==> src/rtl/ex_muldiv.sv <==
// Iterative RV32M multiply/divide unit for the execute stage.
// Radix-2 shift-add multiply and restoring divide, 32 steps per operation.
module ex_muldiv (
  input  logic        clk,
  input  logic        rst,
  input  logic        StartE,
  input  logic [2:0]  Funct3E,
  input  logic [31:0] RD1E,
  input  logic [31:0] RD2E,
  input  logic        FlushE,
  output logic        BusyE,
  output logic        DoneE,
  output logic [31:0] ResultE
);

  typedef enum logic [1:0] {IDLE, CALC, DONE} state_t;

  localparam logic [2:0] OP_MUL    = 3'b000;
  localparam logic [2:0] OP_MULH   = 3'b001;
  localparam logic [2:0] OP_MULHSU = 3'b010;
  localparam logic [2:0] OP_MULHU  = 3'b011;
  localparam logic [2:0] OP_DIV    = 3'b100;
  localparam logic [2:0] OP_DIVU   = 3'b101;

  state_t      state;
  logic [4:0]  cnt;
  logic [2:0]  op;
  logic        a_neg;
  logic        b_neg;
  logic [31:0] a_mag;
  logic [31:0] b_mag;
  logic [63:0] acc;
  logic [32:0] prem;
  logic [31:0] quot;

  // Request decode: signedness, magnitudes and special cases
  logic        is_div;
  logic        a_signed_in;
  logic        b_signed_in;
  logic        a_neg_in;
  logic        b_neg_in;
  logic [31:0] a_mag_in;
  logic [31:0] b_mag_in;
  logic        div_zero;
  logic        div_ovf;
  logic        special;
  logic [31:0] special_res;
  logic        accept;

  assign is_div      = Funct3E[2];
  assign a_signed_in = !(Funct3E == OP_MULHU || Funct3E == OP_DIVU || Funct3E == 3'b111);
  assign b_signed_in = a_signed_in && (Funct3E != OP_MULHSU);
  assign a_neg_in    = a_signed_in && RD1E[31];
  assign b_neg_in    = b_signed_in && RD2E[31];
  assign a_mag_in    = a_neg_in ? (32'd0 - RD1E) : RD1E;
  assign b_mag_in    = b_neg_in ? (32'd0 - RD2E) : RD2E;
  assign div_zero    = is_div && (RD2E == 32'd0);
  assign div_ovf     = is_div && !Funct3E[0] &&
                       (RD1E == 32'h8000_0000) && (RD2E == 32'hFFFF_FFFF);
  assign special     = div_zero || div_ovf;
  assign special_res = div_zero ? (Funct3E[1] ? RD1E : 32'hFFFF_FFFF)
                                : (Funct3E[1] ? 32'd0 : 32'h8000_0000);
  assign accept      = StartE && !FlushE && (state != CALC);

  assign BusyE = (state == CALC) || (accept && !special);

  // One iteration step of both datapaths, plus the sign-corrected result
  logic [32:0] mul_sum;
  logic [63:0] acc_nxt;
  logic [32:0] div_shift;
  logic [33:0] div_diff;
  logic [32:0] prem_nxt;
  logic [31:0] quot_nxt;
  logic [63:0] prod_s;
  logic [31:0] quot_s;
  logic [31:0] rem_s;
  logic [31:0] calc_res;

  // NOTE: every always_comb output gets a default first so no path can infer a latch.
  always_comb begin
    mul_sum   = {1'b0, acc[63:32]} + (acc[0] ? {1'b0, a_mag} : 33'd0);
    acc_nxt   = {mul_sum, acc[31:1]};
    div_shift = {prem[31:0], quot[31]};
    div_diff  = {1'b0, div_shift} - {2'b00, b_mag};
    prem_nxt  = div_shift;
    quot_nxt  = {quot[30:0], 1'b0};
    if (!div_diff[33]) begin
      prem_nxt = div_diff[32:0];
      quot_nxt = {quot[30:0], 1'b1};
    end
    prod_s = (a_neg ^ b_neg) ? (64'd0 - acc_nxt) : acc_nxt;
    quot_s = (a_neg ^ b_neg) ? (32'd0 - quot_nxt) : quot_nxt;
    rem_s  = a_neg ? (32'd0 - prem_nxt[31:0]) : prem_nxt[31:0];
    calc_res = rem_s;
    case (op)
      OP_MUL:                      calc_res = prod_s[31:0];
      OP_MULH, OP_MULHSU, OP_MULHU: calc_res = prod_s[63:32];
      OP_DIV, OP_DIVU:             calc_res = quot_s;
      default:                     calc_res = rem_s;
    endcase
  end

  // The remainder never reaches 2^32, so its top bit only guards the subtract.
  logic unused_ok;
  assign unused_ok = ^{prem[32], prem_nxt[32]};

  // NOTE: sequential state uses non-blocking assignments only; every register,
  // operand and accumulator alike, is cleared by reset so no stale operation survives.
  always_ff @(posedge clk or negedge rst) begin
    if (!rst) begin
      state   <= IDLE;
      cnt     <= 5'd0;
      op      <= 3'd0;
      a_neg   <= 1'b0;
      b_neg   <= 1'b0;
      a_mag   <= 32'd0;
      b_mag   <= 32'd0;
      acc     <= 64'd0;
      prem    <= 33'd0;
      quot    <= 32'd0;
      DoneE   <= 1'b0;
      ResultE <= 32'd0;
    end else begin
      DoneE <= 1'b0;
      case (state)
        CALC: begin
          if (FlushE) begin
            state <= IDLE;
            cnt   <= 5'd0;
          end else begin
            acc  <= acc_nxt;
            prem <= prem_nxt;
            quot <= quot_nxt;
            cnt  <= cnt + 5'd1;
            if (cnt == 5'd31) begin
              state   <= DONE;
              DoneE   <= 1'b1;
              ResultE <= calc_res;
            end
          end
        end
        default: begin
          if (accept) begin
            op    <= Funct3E;
            a_neg <= a_neg_in;
            b_neg <= b_neg_in;
            a_mag <= a_mag_in;
            b_mag <= b_mag_in;
            acc   <= {32'd0, b_mag_in};
            prem  <= 33'd0;
            quot  <= a_mag_in;
            cnt   <= 5'd0;
            if (special) begin
              state   <= DONE;
              DoneE   <= 1'b1;
              ResultE <= special_res;
            end else begin
              state <= CALC;
            end
          end else begin
            state <= IDLE;
          end
        end
      endcase
    end
  end

endmodule
==> config.mk <==
export PLATFORM = sky130hd
export DESIGN_NAME = ex_muldiv
export DESIGN_NICKNAME = d
export VERILOG_FILES = /design/src/rtl/ex_muldiv.sv
export SDC_FILE = /design/constraint.sdc
export NUM_CORES = 1
export LEC_CHECK = 0
export CORE_MARGIN = 2
export CORE_UTILIZATION = 38
export DETAILED_ROUTE_END_ITERATION = 8
export SYNTH_ARGS = -nofsm -noshare
export SYNTH_HDL_FRONTEND = slang
export SYNTH_SLANG_ARGS = --single-unit
export TNS_END_PERCENT = 100
==> constraint.sdc <==
create_clock -name clk -period 11.05 [get_ports clk]
set_input_delay 2.21 -clock clk [delete_from_list [all_inputs] [get_ports clk]]
set_output_delay 2.21 -clock clk [all_outputs]
set_load 0.01 [all_outputs]
Word level (Yosys, flattened, before mapping). Index checks and enable logic that the tools add are counted.

Add/sub/neg operators: 8. Equality and inequality tests: 17. Mux-type cells: 39. Bitwise operators: 2. Reductions and logical operators: 27.

Operators by type and width (number): 2-to-1 mux 32 bit (20); 2-to-1 mux 64 bit (4); subtractor 1 x 32 -> 32 bit, first input constant (4); case mux 32 bit (3 select lines) (1); == test 32 bit, second input constant (2); subtractor 1 x 64 -> 64 bit, first input constant (1); subtractor 33 x 32 -> 34 bit (1); adder 32 x 32 -> 33 bit (1); zero test 32 bit (1); 2-to-1 mux 5 bit (3); == test 3 bit, second input constant (4); logical AND 1 bit (10); 2-to-1 mux 2 bit (5); == test 3 x 2 -> 1 bit, second input constant (3); 2-to-1 mux 1 bit (6); inequality test 3 x 2 -> 1 bit, second input constant (2); adder 5 x 1 -> 5 bit, second input constant (1); == test 5 bit, second input constant (1); zero test 1 bit (4); logical OR 1 bit (4); inequality test 2 x 1 -> 1 bit, second input constant (2); AND reduction 2 bit (2); AND reduction 4 bit (1); nonzero test 2 bit (2); other kinds (8) (8).

Flip-flop bits (word level): 237. Input bits: 71. Output and inout port bits: 34. Word-level logic and storage cells: 105.

Depth between registers and ports, before layout.
Word-level depth: 9. Gate-level depth with buffers: 22. Depth with buffers taken out: 18.

Worst setup path before layout. OpenSTA, ideal clock, no wires.

Path kind: input to output. Start point: in RD1E[22]. End point: out BusyE. Data arrival time: 4.183 ns. Data required time: 8.840 ns. Slack: 4.657 ns. Stages: 7. Buffers on the path: 0. Cells stage by stage: nor3_1 nand2b_1 or3_1 or3_1 or4_1 o32ai_1 o21ai_0.

Longest elaborated chain between the ends: 7.

RTL lines: start: declaration (line 8) `input logic [31:0] RD1E,`; == test 32 bit (line 59) `(RD1E == 32'h8000_0000) && (RD2E == 32'hFFFF_FFFF);`; logical AND 1 bit (line 58) `assign div_ovf = is_div && !Funct3E[0] &&`; logical AND 1 bit (line 59); logical OR 1 bit (line 60) `assign special = div_zero || div_ovf;`; zero test 1 bit (line 65) `assign BusyE = (state == CALC) || (accept && !special);`; logical AND 1 bit (line 65); logical OR 1 bit (line 65); end: declaration (line 11) `output logic BusyE,`.

No other way between the ends.

Worst setup path in the final report.
Start point: in RD1E[1]. End point: out BusyE.

Same word-level chain as after synthesis.

==> metrics.md <==
| Metric | Value |
|---|---|
| Status | `completed` |
| Sequential share of the synthesized area | `0.3069` |
| Critical path capture point type | `output port` |
| Largest area contributor in the netlist | `dfrtp_1` |
| First-pass GRT wire length | `114600 µm` |
| Sequential Area | `between 5000 and 6000 µm²` |
| Clock tree buffer depth | `3` |
| Non-filler instance count after layout | `roughly 3200` |
| NetSw | `around 3000 µW` |
| Initial Utilization | `0.3852` |
| Worst slew margin | `0.1698` |
| Global-route usage over all layers | `0.2838` |
| Die W | `229.5 µm` |
| Reg2reg end | `ResultE[20]` |
| Reg clk slew, reported paths | `0.06 ns` |
| Tmin final | `8.687 ns` |
| Setup Slack @ Placement | `~2.6 ns` |
| Clock root cell | `clkbuf_16` |
| Static leakage | `a little under 0.009 µW` |
| Port-buffer cells | `~100` |
| # DRC | `0` |
| Post-CTS setup buffers | `0` |
| Flop-to-flop setup slack | `between 5 and 6 ns` |
| Die Y | `between 200 and 250 µm` |
| Max Clk Rate | `about 120 MHz` |
| Cell count after placement | `approximately 3100` |
| Synthesized instance count | `2495` |
| Worst Setup EP | `BusyE` |
| Layout cells sized above 1 | `0.05465` |
| Tcrit/Tclk final | `0.7862` |
| 1st-pass router iterations | `6` |
| Yosys reg bits | `between 200 and 250` |
| Syn Nets | `roughly 2600` |
| Slew at the pin closest to its max-slew limit | `around 1.2 ns` |
| Routed wire length | `approximately 77000 µm` |
| Final Max Tran Viols | `0` |
| ANT nets after route | `0` |
| Sw frac | `0.4975` |
| Post_cts resized | `0` |
| Hold WC Path Type | `reg2reg` |
| Pwr dens | `273.9 nW/µm²` |
| FF-to-FF Start | `acc[0]` |
| Most frequent cell after synthesis | `nand2_1` |
| Final Worst Setup Slack | `between 2 and 2.5 ns` |
| Yosys cell types | `just under 100` |
| Clk pwr share | `0.187` |
| Die ar. | `between 50000 and 60000 µm²` |
| Total grt overflow | `0` |
| Final GP Congestion | `about 0.97` |
| Num CTS Buffers | `31` |
| Multi-input gate area | `about 13000 µm²` |
| DR vias | `roughly 19000` |
| Vias in the first global route | `around 18000` |
| Max_cap viols | `0` |
| CTS tree | `done` |
| # nets final | `roughly 2600` |
| Area grow syn2layout | `13.19%` |
| Peak VDD IR | `approximately 0.15 mV` |
| Combinational power share | `0.587` |
| Sequential share of power | `0.226` |
| Clock latency on the worst-skew pair | `approximately 0.58 ns` |
| Crit path DAT | `6.48 ns` |
| CTS sink count | `approximately 240` |
| Ys flop type | `dfrtp_1` |
| Initial antenna violation count | `0` |
| Cts hold-fix bufs | `0` |
| Final Hold Viols | `0` |
| Site Rows | `82` |
| Ys Warns | `0` |
| Post-DR vias/cell | `between 6 and 7` |
| H-Tree Depth | `1` |
| Overall Power | `~6000 µW` |
| Pint | `between 3000 and 4000 µW` |
| Unrepaired setup endpoints after global routing | `false` |
| Top Ports | `between 100 and 150` |
| Core ar. | `between 50000 and 60000 µm²` |
| Post-synth top area share | `0.3069` |
| Critical Path Start | `RD1E[1]` |
| Final setup vio count | `0` |
| Routed len/inst | `23.96 µm` |
| Post-synth top cells | `nand2_1 (333), o21ai_0 (318), dfrtp_1 (237)` |
| Setup TNS | `0 ns` |
| WP data required | `approximately 8.8 ns` |
| Ys async rst share | `1.000` |
| Clock skew | `0.01680 ns` |
| WHS | `roughly 0.47 ns` |
| Reg2reg path depth | `16` |
| Largest net degree at the start of global routing | `around 160` |
| WS Path Type | `in2out` |
| Startpoint Class | `primary input` |
| Mapped Area | `between 15000 and 20000 µm²` |
| Fillers | `about 5000` |
| Synth top area cells | `dfrtp_1 (31%), o21ai_0 (8.2%), nand2_1 (6.5%)` |
| Initial DRC count | `about 2000` |
| Hpwl dp | `approximately 60000 µm` |
| CP max FO | `7` |
| Post-Synthesis Mean Instance Area | `around 7.7 µm²` |
| Post-synth EDFFs | `0` |
power by group through the flow:
stage / registers, µW / clock network (µW) / logic [µW]
floorplan: 1270 / 0 / 2370
global placement: 1350 / 0 / 3380
detailed placement: 1360 / 0 / 3420
CTS: 1350 / 1130 / 3450
global route: 1390 / 1160 / 3790
finish: 1360 / 1120 / 3520
metrics by stage:
step	util	area (µm²)
final	0.4360	21870
after global routing	0.4360	21870
after CTS	0.4360	21870
after detailed placement	0.4138	20760
after global placement	0.4138	20760
after floorplan	-	19330
flip-flops by register name, summed over array words and instances (netlist names), 3 cells and up:
| register | flops |
|---|---|
| op | 3 |
| ResultE | 32 |
| quot | 32 |
| a_mag | 32 |
| prem | 32 |
| acc | 64 |
| b_mag | 32 |
| cnt | 5 |
worst min path at each step:
stage               from   endpoint  depth (start not counted)
2_1_floorplan  a_mag[31]  a_mag[31]                          2
3_3_place_gp   a_mag[14]  a_mag[14]                          2
3_5_place_dp   a_mag[14]  a_mag[14]                          2
4_1_cts        a_mag[14]  a_mag[14]                          2
5_1_grt        a_mag[14]  a_mag[14]                          2
6_report       a_mag[18]  a_mag[18]                          2
layer usage:
layer	global-route usage	vias to the layer above	routed length [µm]
met5	0	-	0
met2	0.4289	788	32910
li1	-	9003	-
met1	0.4008	9434	34370
met4	0.1104	0	3156
met3	0.05067	141	6188
area by class of cell:
type / count / share of cell area
diodes: 1 / 0.0001144
clock buffers: 37 / 0.03787
clock inverters: 19 / 0.01298
inverters: 70 / 0.01201
multi-input cells: 2036 / 0.5715
flip-flops and latches: 237 / 0.2711
well taps: 672 / 0.03844
repair buffers: 126 / 0.05594
worst max-delay path, stage by stage:
cell,delay (ns)
clkdlybuf4s50_1,0.62
inv_1,0.18
ha_1,0.18
nand2_1,0.09
or3_1,0.38
or3_1,0.43
nor3b_1,0.40
nand2_1,0.34
o32ai_1,0.80
o21ai_0,0.29
clkdlybuf4s50_1,0.56
placed cells by master (no fill, tap or decap), types with 8 or more instances in the layout:
cell type        Yosys  layout
a211oi_1             8       8
a21o_1              26      26
a21oi_1            222     220
a221oi_1            19      19
a31oi_1             24      24
and2_1              41      41
and3_1              14      14
buf_4                2      21
clkbuf_16            0      31
clkdlybuf4s50_1      0     103
dfrtp_1            237     237
ha_1                72      72
inv_1               69      69
mux2i_1             33      33
nand2_1            333     329
nand2b_1            14      13
nand3_1             93      93
nand4_1             23      23
nor2_1             189     189
nor2b_1              9       8
nor3_1              49      49
nor3b_1              9       9
nor4_1              22      22
o211ai_1            24      24
o21a_1              14      14
o21ai_0            318     318
o221ai_1            25      25
o31ai_1             35      35
o41ai_1              9       9
or2_2                9       9
or3_1               23      23
or4_1               15      15
xnor2_1            109     108
xor2_1             106     105
cell families (layout without fill, tap and decap cells):
| family | count (synthesis) | after routing | synth area share |
|---|---|---|---|
| AND/OR/NAND/NOR | 886 | 886 | 0.2169 |
| multiplexers | 36 | 36 | 0.01884 |
| buffers and inverters | 222 | 252 | 0.05017 |
| adder cells (fa/ha/maj) | 74 | 74 | 0.04869 |
| flip-flops | 237 | 237 | 0.3069 |
| AO/OA/AOI/OAI | 825 | 825 | 0.2610 |
| other | 0 | 1 | 0 |
| XOR/XNOR | 215 | 215 | 0.09744 |
(Power assumes the default switching activity.)
